### src/rtl/muldiv_pkg.sv
// muldiv_pkg: shared definitions for the HI/LO multiply/divide sequencer.
//   md_op_t    - execute-stage op encodings (6 and 7 are unused and ignored)
//   md_state_t - sequencer states
//   MD_ITER    - iteration count, equal to operand width
//   md_mag     - magnitude of a 32-bit operand, two's-complement only when signed
package muldiv_pkg;

  localparam int unsigned MD_ITER = 32;

  typedef enum logic [2:0] {
    MD_MULT  = 3'd0,
    MD_MULTU = 3'd1,
    MD_DIV   = 3'd2,
    MD_DIVU  = 3'd3,
    MD_MTHI  = 3'd4,
    MD_MTLO  = 3'd5
  } md_op_t;

  typedef enum logic [1:0] {
    ST_IDLE,
    ST_RUN,
    ST_FIX
  } md_state_t;

  function automatic logic [31:0] md_mag(input logic [31:0] v, input logic sgn);
    return (sgn && v[31]) ? -v : v;
  endfunction

endpackage

### src/rtl/muldiv_step.sv
// muldiv_step: one combinational iteration of the sequencer datapath.
//   is_div   in  1  : 1 = restoring-divide step, 0 = shift-add multiply step
//   acc      in  64 : mul {partial product, remaining multiplier}
//                     div {remainder, dividend/quotient}
//   opnd     in  32 : multiplicand (mul) or divisor (div) magnitude
//   acc_next out 64 : accumulator after this iteration
module muldiv_step
  import muldiv_pkg::*;
(
  input  logic        is_div,
  input  logic [63:0] acc,
  input  logic [31:0] opnd,
  output logic [63:0] acc_next
);

  logic [32:0] sum;
  logic [32:0] rem_s;
  logic [31:0] diff;
  logic        ge;

  always_comb begin
    sum   = {1'b0, acc[63:32]} + (acc[0] ? {1'b0, opnd} : 33'd0);
    rem_s = acc[63:31];
    ge    = rem_s >= {1'b0, opnd};
    // When the subtraction is kept the true difference is below the divisor,
    // so the low 32 bits carry the whole remainder.
    diff  = rem_s[31:0] - opnd;
    if (is_div) begin
      acc_next = ge ? {diff, acc[30:0], 1'b1} : {rem_s[31:0], acc[30:0], 1'b0};
    end else begin
      acc_next = {sum, acc[31:1]};
    end
  end

endmodule

### src/rtl/muldiv_seq.sv
// muldiv_seq: multi-cycle MIPS multiply/divide sequencer owning HI/LO.
//   clk, rst  : rising-edge clock, synchronous active-high reset
//   start     : issue strobe, sampled only while busy is low
//   op        : MD_MULT/MULTU/DIV/DIVU/MTHI/MTLO (6-7 ignored)
//   a, b      : rs / rt operands
//   busy      : operation in flight
//   done      : one-cycle pulse, HI/LO final this cycle
//   hi, lo    : architectural HI/LO
//   div_zero  : present only with MULDIV_DIVZERO_EN; pulses with done when a
//               divide by zero was short-circuited (HI/LO left unchanged)
module muldiv_seq
  import muldiv_pkg::*;
#(
  parameter int unsigned ITER = MD_ITER
) (
  input  logic        clk,
  input  logic        rst,
  input  logic        start,
  input  logic [2:0]  op,
  input  logic [31:0] a,
  input  logic [31:0] b,
  output logic        busy,
  output logic        done,
  output logic [31:0] hi,
  output logic [31:0] lo
`ifdef MULDIV_DIVZERO_EN
  ,
  output logic        div_zero
`endif
);

  localparam int unsigned CW = $clog2(ITER);

  md_state_t     state, state_n;
  logic [CW-1:0] cnt;
  logic [63:0]   acc, acc_step;
  logic [31:0]   opnd;
  logic          is_div, neg_q, neg_r;
  logic          accept_md, sgn;
  logic [31:0]   res_hi, res_lo;
`ifdef MULDIV_DIVZERO_EN
  logic          dz;
`endif

  muldiv_step u_step (
    .is_div   (is_div),
    .acc      (acc),
    .opnd     (opnd),
    .acc_next (acc_step)
  );

  assign busy = (state != ST_IDLE);

  // RUN performs ITER-1 steps; the last step is taken in FIX together with
  // the sign fix-up, so HI/LO and done appear ITER+1 cycles after issue.
  always_comb begin
    state_n   = state;
    accept_md = 1'b0;
    sgn       = ~op[0];
    case (state)
      ST_IDLE: begin
        if (start && !op[2]) begin
          accept_md = 1'b1;
          state_n   = ST_RUN;
`ifdef MULDIV_DIVZERO_EN
          if (op[1] && b == '0) state_n = ST_FIX;
`endif
        end
      end
      ST_RUN:  if (cnt == CW'(ITER - 2)) state_n = ST_FIX;
      ST_FIX:  state_n = ST_IDLE;
      default: state_n = ST_IDLE;
    endcase
  end

  always_comb begin
    res_hi = acc_step[63:32];
    res_lo = acc_step[31:0];
    if (is_div) begin
      if (neg_q) res_lo = -acc_step[31:0];
      if (neg_r) res_hi = -acc_step[63:32];
    end else if (neg_q) begin
      {res_hi, res_lo} = -acc_step;
    end
  end

  always_ff @(posedge clk) begin
    if (rst) begin
      state  <= ST_IDLE;
      cnt    <= '0;
      acc    <= '0;
      opnd   <= '0;
      is_div <= 1'b0;
      neg_q  <= 1'b0;
      neg_r  <= 1'b0;
      hi     <= '0;
      lo     <= '0;
      done   <= 1'b0;
`ifdef MULDIV_DIVZERO_EN
      dz       <= 1'b0;
      div_zero <= 1'b0;
`endif
    end else begin
      state <= state_n;
      done  <= 1'b0;
`ifdef MULDIV_DIVZERO_EN
      div_zero <= 1'b0;
`endif
      if (state == ST_IDLE && start) begin
        if (op == MD_MTHI) hi <= a;
        if (op == MD_MTLO) lo <= a;
      end
      if (accept_md) begin
        is_div <= op[1];
        neg_q  <= sgn & (a[31] ^ b[31]);
        neg_r  <= sgn & a[31];
        cnt    <= '0;
        if (op[1]) begin
          acc  <= {32'd0, md_mag(a, sgn)};
          opnd <= md_mag(b, sgn);
        end else begin
          acc  <= {32'd0, md_mag(b, sgn)};
          opnd <= md_mag(a, sgn);
        end
`ifdef MULDIV_DIVZERO_EN
        dz <= op[1] && (b == '0);
`endif
      end
      if (state == ST_RUN) begin
        acc <= acc_step;
        cnt <= cnt + 1'b1;
      end
      if (state == ST_FIX) begin
        done <= 1'b1;
`ifdef MULDIV_DIVZERO_EN
        if (dz) begin
          div_zero <= 1'b1;
        end else begin
          hi <= res_hi;
          lo <= res_lo;
        end
`else
        hi <= res_hi;
        lo <= res_lo;
`endif
      end
    end
  end

endmodule

### config.mk
export PLATFORM = sky130hd
export DESIGN_NAME = muldiv_seq
export DESIGN_NICKNAME = d
export VERILOG_FILES = /design/src/rtl/muldiv_pkg.sv /design/src/rtl/muldiv_step.sv /design/src/rtl/muldiv_seq.sv
export SDC_FILE = /design/constraint.sdc
export NUM_CORES = 1
export LEC_CHECK = 0
export ABC_CLOCK_PERIOD_IN_PS = 11100
export CORE_UTILIZATION = 50
export CTS_BUF_LIST = sky130_fd_sc_hd__clkbuf_16
export CTS_CLUSTER_DIAMETER = 60
export CTS_CLUSTER_SIZE = 12
export DETAILED_ROUTE_END_ITERATION = 12
export PLACE_DENSITY = 0.81
export SETUP_SLACK_MARGIN = 0.5
export SLEW_MARGIN = 20
export SYNTH_ARGS = -nofsm -noshare
export SYNTH_HDL_FRONTEND = slang
export SYNTH_HIERARCHICAL = 1
export SYNTH_SLANG_ARGS = --single-unit
### constraint.sdc
create_clock -name clk -period 11.1 [get_ports clk]
set_input_delay 1.11 -clock clk [delete_from_list [all_inputs] [get_ports clk]]
set_output_delay 1.11 -clock clk [all_outputs]
set_load 0.01 [all_outputs]
==> metrics.txt, run 1 <==
status completed; Yosys warning count 6; # resized after CTS 0; Crit path buffers/inverters 2; critical path's top delay family compound AO/OA/AOI/OAI gates; reg-to-reg startpoint opnd[5]; area of the core between 20,000 and 30,000 µm²; DRT antenna net count 0; flop2flop setup slack roughly 4.7 ns; CP arrival 6.73 ns; vias in the first global route approximately 16,000; drt wl/cell ~25 µm; first-pass GRT wire length 89,700 µm; Layout area overhead 14.6%; total CTS buffers 17; Final HPWL DP between 40,000 and 50,000 µm; Worst-Skew Late Latency 0.45 ns; Async SR Flop Fraction 0%; post-synthesis compound-gate area fraction 28.0%; kind of critical path reg2reg; RSZ-0062 raised after global routing no; Nets 2,160; initial antenna violation count 1; internal power 1.20 mW; Final Cell Area 17,400 µm²; Slew @ Worst Pin 1.14 ns; vias per std cell 6.92; Cell Area, Placed 16,800 µm²; Post-synth top cells 171 x dfxtp_1, 170 x nor2_1, 149 x a21oi_1; Post-CTS Setup Bufs 0; type of origin of the critical path register; drt drc 0; net switching power ~0.77 mW; final cell count without fillers 2,421; XOR/XNOR Fraction of Synth Area between 8 and 9%; worst hold stages 2; Most used DFF post-synth dfxtp_1; total clock sinks around 170; worst-path fanout max 18; Via Count 16,742; # fillers 2,736; Clock Tree Buf Depth 2; pin count of the biggest net entering global routing 67; reg2reg path depth 18; number of H-tree levels 4; row count 63; end of the worst register-to-register path hi[25]; CTS hold repair buffers 0; top-area cell type share of the netlist area 22.5%; Clock power frac 31.9%; io pins 136; Slew HR a little under a quarter; Initial Util between 50% and 60%; DIE HEIGHT 176 µm; Req. time, crit path ~11 ns; VDD IR max 0.000121 V; Worst-path clk slew around 0.070 ns; Post-Synth Simple-Gate Area 21.2%; Ant. Diodes 0; CP Cell Sequence inv_1, ha_1, o21ai_0, a21oi_1, o31ai_1, o21a_1, o21ai_1, nand3_1, nand2_1, buf_4, mux2i_1, o21ai_0, or4_1, or4_1, a2111oi_0, o21ai_0, mux2i_1, o211ai_1; Post-Route Skew 0.0109 ns; Final period util 57.6%; Post-Syn Area per Cell between 7 and 8 µm²; endpoints failing setup 0; final hold viol count 0; Max Cap Viol 0; Max stage delay on crit path just over 0.8 ns; Critical Path End Type register; Pleak 7.22 nW; min-delay src opnd[18]; CTS tree built; Port Buffers 135; count leader, synth dfxtp_1; Seq pwr share 33.9%; Die Wd between 150 and 200 µm; Distinct cells, synth 90; min Tclk post-route 6.40 ns; Slowest cell on crit path a2111oi_0; drt pass-1 iters 8; ranking of synthesized cells by area dfxtp_1 23%, mux2i_1 6.5%, ha_1 5.8%; Die ar. 31,100 µm²; placed insts 2,389; Synth Area in Adders under 10%; switching share of total power around two fifths; Final Max Tran Viols 0; sequential element share of the synthesized area 22.5%; Post-synth EDFFs 0; pwr/cell area 113 nW/µm²; total congestion overflow 0; clk root buf clkbuf_16; f_max 156 MHz; post-synthesis mux area share slightly below 9%; Setup TNS Final 0 ns; area leader, netlist dfxtp_1; layout cell share with drive strength beyond 1 7.53%; Initial DRC Count between 2,000 and 2,500; Placer Congestion 1.03; HP Class reg2reg; total power between 1.5 and 2 mW; FF+latch count, synth 171; Synth Cell Area around 15,000 µm²; hold path endpoint opnd[18]; cell mode on critical path o21ai_0; combinational share of power 34.2%; main combinational cell family by area after synthesis compound AO/OA/AOI/OAI gates; GR Util All Layers approximately 38%; syn nets 2,092; final wirelength 60,300 µm; cells after synthesis 1,950
-- state kept, by name (all words and copies together) (netlist names) --
name / flops
acc: 64
is_div: 1
hi: 32
opnd: 32
cnt: 5
done: 1
neg_q: 1
state: 2
lo: 32
neg_r: 1
-- worst reg2reg max path: stages, from the launching register on --
cell and delay [ns]:
dfxtp_1 0.38, inv_1 0.06, ha_1 0.36, o21ai_0 0.12, a21oi_1 0.30, o31ai_1 0.20, o21a_1 0.28, o21ai_1 0.27
nand3_1 0.33, nand2_1 0.42, buf_4 0.39, mux2i_1 0.23, o21ai_0 0.35, or4_1 0.67, or4_1 0.56, a2111oi_0 0.82
o21ai_0 0.22, mux2i_1 0.21, o211ai_1 0.10
-- worst max-delay path by stage --
stage,startpoint,end,cells after the start
after global placement,opnd[4],hi[25],18
final,opnd[5],hi[25],18
after detailed placement,opnd[5],hi[25],18
after global routing,opnd[5],hi[25],18
after CTS,opnd[5],hi[25],18
after floorplan,acc[0],hi[30],17
-- cells by family after synthesis --
kind of cell    count (synthesis)
fa+ha+maj                      72
mux                           129
simple gates                  622
buf+inv                       187
compound gates                618
xor+xnor                      151
flops                         171
-- placed cells by master (no fill, tap or decap), types with 31 or more instances in the layout --
cell type and instances:
ha_1 70, nor3_1 41, nand2_1 122, dfxtp_1 169
mux2_2 31, xnor2_1 98, and2_1 42, nor2_1 167
xor2_1 53, o22ai_1 38, inv_1 72, a22o_1 35
nand3_1 39, a211oi_1 37, o21ai_0 77, clkdlybuf4s50_1 134
mux2i_1 98, a21oi_1 149, a21o_1 47
-- per-layer routing --
| metal | up-vias | routed length (µm) | GRT usage, % |
|---|---|---|---|
| met5 | - | 0 | 0 |
| met1 | 7909 | 23100 | 46.6 |
| met4 | 0 | 4500 | 25.1 |
| met2 | 1094 | 26500 | 59.9 |
| li1 | 7449 | - | - |
| met3 | 290 | 6120 | 7.13 |
-- power by group through the flow --
stage / registers [mW] / logic (mW) / clock network (mW)
floorplan: 0.665 / 0.434 / 0
finish: 0.665 / 0.671 / 0.626
CTS: 0.663 / 0.644 / 0.625
detailed placement: 0.677 / 0.640 / 0
global route: 0.667 / 0.705 / 0.647
global placement: 0.676 / 0.636 / 0
-- per-stage QoR --
stage | worst slack (ns) | hold slack (ns) | utilization (%)
2_1_floorplan | 6.45 | 0.427 | -
3_3_place_gp | 5.23 | 0.440 | 56.4
3_5_place_dp | 4.97 | 0.468 | 56.5
4_1_cts | 4.95 | 0.475 | 58.4
5_1_grt | 4.45 | 0.493 | 58.5
6_report | 4.70 | 0.477 | 58.5
-- area by class of cell --
class                      count  area, µm²  share of cell area [%]
sequential                   171       3430                    19.7
clock inverter                15        159                   0.912
clock buffer                  17        425                    2.44
timing repair buffer         164       1570                    8.99
tap                          390        488                    2.80
inverter                      72        270                    1.55
multi-input combinational   1592      11100                    63.6
Note: power is estimated with default switching activity, not from simulation.
==> run 2: changes to the inputs <==
Settings changed: ABC_CLOCK_PERIOD_IN_PS 11100 to 5250, PLACE_DENSITY 0.81 to 0.84.
Clock period 11.1 ns to 5.25 ns, I/O delays scaled along.
==> metrics.txt, run 2 (synthesis results as in run 1) <==
status completed; Req. time, crit path 5.56 ns; net switching power 1.69 mW; number of H-tree levels 4; flop2flop setup slack 0.61 ns; CTS hold repair buffers 0; end of the worst register-to-register path hi[18]; DRT antenna net count 0; vias in the first global route 15,885; type of origin of the critical path register; final hold viol count 0; HP Class reg2reg; min-delay src opnd[18]; worst hold stages 2; Layout area overhead 22.3%; Nets 2,261; Setup TNS Final 0 ns; Slew @ Worst Pin around 1.1 ns; Seq pwr share 31.9%; RSZ-0062 raised after global routing yes; drt pass-1 iters 6; Crit path buffers/inverters 2; CP Cell Sequence inv_1, ha_1, o21ai_0, a21oi_2, o31ai_4, o21a_1, o21ai_2, nand3_2, nand2_4, buf_4, mux2i_1, a21oi_1, or4_1, or3_1, o31ai_1, a2bb2oi_1, xnor2_1, o22ai_1; reg-to-reg startpoint opnd[4]; Post-Route Skew 0.0176 ns; Clock power frac 29.9%; clk root buf clkbuf_16; kind of critical path reg2reg; combinational share of power 38.1%; row count between 60 and 70; hold path endpoint opnd[18]; CP arrival around 5.0 ns; Die ar. 31,100 µm²; Final HPWL DP 49,300 µm; total clock sinks 171; pwr/cell area roughly 240 nW/µm²; Initial DRC Count around 2,300; endpoints failing setup 0; max reg flops 64; total congestion overflow 0; min Tclk post-route 4.64 ns; Via Count 17,209; final cell count without fillers 2,523; first-pass GRT wire length around 95,000 µm; Pleak 7.78 nW; DIE HEIGHT 176 µm; io pins roughly 140; Critical Path End Type register; critical path's top delay family compound AO/OA/AOI/OAI gates; Max Cap Viol 0; initial antenna violation count 3; CTS tree built; Max stage delay on crit path 0.67 ns; switching share of total power about two fifths; Biggest register acc; Placer Congestion 1.06; total CTS buffers 17; Slowest cell on crit path or4_1; most common cell after layout, fill and taps aside nor2_1; layout cell share with drive strength beyond 1 about 15%; pin count of the biggest net entering global routing 70; vias per std cell 6.82; worst-path fanout max 8; Worst-Skew Late Latency 0.46 ns; Worst-path clk slew 0.08 ns; most frequent cells in the layout 165 x nor2_1, 164 x dfxtp_1, 140 x a21oi_1; Initial Util 51.0%; drt wl/cell 25.7 µm; reg2reg path depth 18; Final period util approximately nine tenths; final wirelength around 65,000 µm; VDD IR max 0.000215 V; GR Util All Layers 40.5%; Final Max Tran Viols 0; Port Buffers 135; Die Wd 176 µm; area of the core between 20,000 and 30,000 µm²; Slew HR 23.4%; Clock Tree Buf Depth 2; internal power 2.71 mW; drt drc 0; placed insts 2,472; f_max roughly 220 MHz
[run 2: per-layer routing]
layer	vias up	track usage, %	routed length [µm]
met3	287	8.42	6180
li1	7652	-	-
met1	8097	50.3	25300
met5	-	0	13
met2	1171	63.9	28800
met4	2	25.5	4550
[run 2: how the worst max path moves through the flow]
stage	from	cells past startpoint	to
final	opnd[4]	18	hi[18]
after CTS	acc[0]	20	hi[29]
after detailed placement	acc[32]	17	hi[25]
after global routing	opnd[4]	18	hi[25]
after floorplan	acc[0]	17	hi[30]
after global placement	acc[32]	18	hi[10]
[run 2: worst register-to-register path, cell delays in order (launching register included)]
cell	delay (ns)
dfxtp_1	0.40
inv_1	0.06
ha_1	0.37
o21ai_0	0.13
a21oi_2	0.24
o31ai_4	0.11
o21a_1	0.24
o21ai_2	0.19
nand3_2	0.16
nand2_4	0.19
buf_4	0.19
mux2i_1	0.26
a21oi_1	0.18
or4_1	0.68
or3_1	0.43
o31ai_1	0.20
a2bb2oi_1	0.11
xnor2_1	0.26
o22ai_1	0.11
[run 2: power by group through the flow]
stage | registers, mW | clock network [mW] | logic [mW]
2_1_floorplan | 1.41 | 0 | 0.918
3_3_place_gp | 1.43 | 0 | 1.48
3_5_place_dp | 1.43 | 0 | 1.49
4_1_cts | 1.40 | 1.31 | 1.53
5_1_grt | 1.41 | 1.36 | 1.75
6_report | 1.40 | 1.31 | 1.68
[run 2: final cells by class]
cell class	count	area, µm²
multi-input combinational	1592	11500
fill	2617	11200
sequential	171	3440
timing repair buffer	265	2330
tap	390	488
clock buffer	17	425
inverter	72	270
clock inverter	15	146
antenna	1	2.50
[run 2: metrics by stage]
| step | power, mW | instance area [µm²] | setup WS, ns | util, % | hold slack [ns] |
|---|---|---|---|---|---|
| 2_1_floorplan | 2.32 | 15200 | 0.601 | - | 0.427 |
| 3_5_place_dp | 2.92 | 17400 | 0.131 | 58.5 | 0.449 |
| 4_1_cts | 4.24 | 18100 | 0.479 | 60.8 | 0.458 |
| 5_1_grt | 4.51 | 18600 | 0.447 | 62.4 | 0.502 |
| 3_3_place_gp | 2.91 | 17400 | 0.250 | 58.5 | 0.443 |
| 6_report | 4.39 | 18600 | 0.613 | 62.4 | 0.458 |
[run 2: repair_timing]
| action | in CTS | in global routing |
|---|---|---|
| buffers inserted | 4 | 14 |
| resized for setup | 20 | 79 |
| pin swaps | 2 | 33 |
| setup endpoints to repair | 34 | 46 |
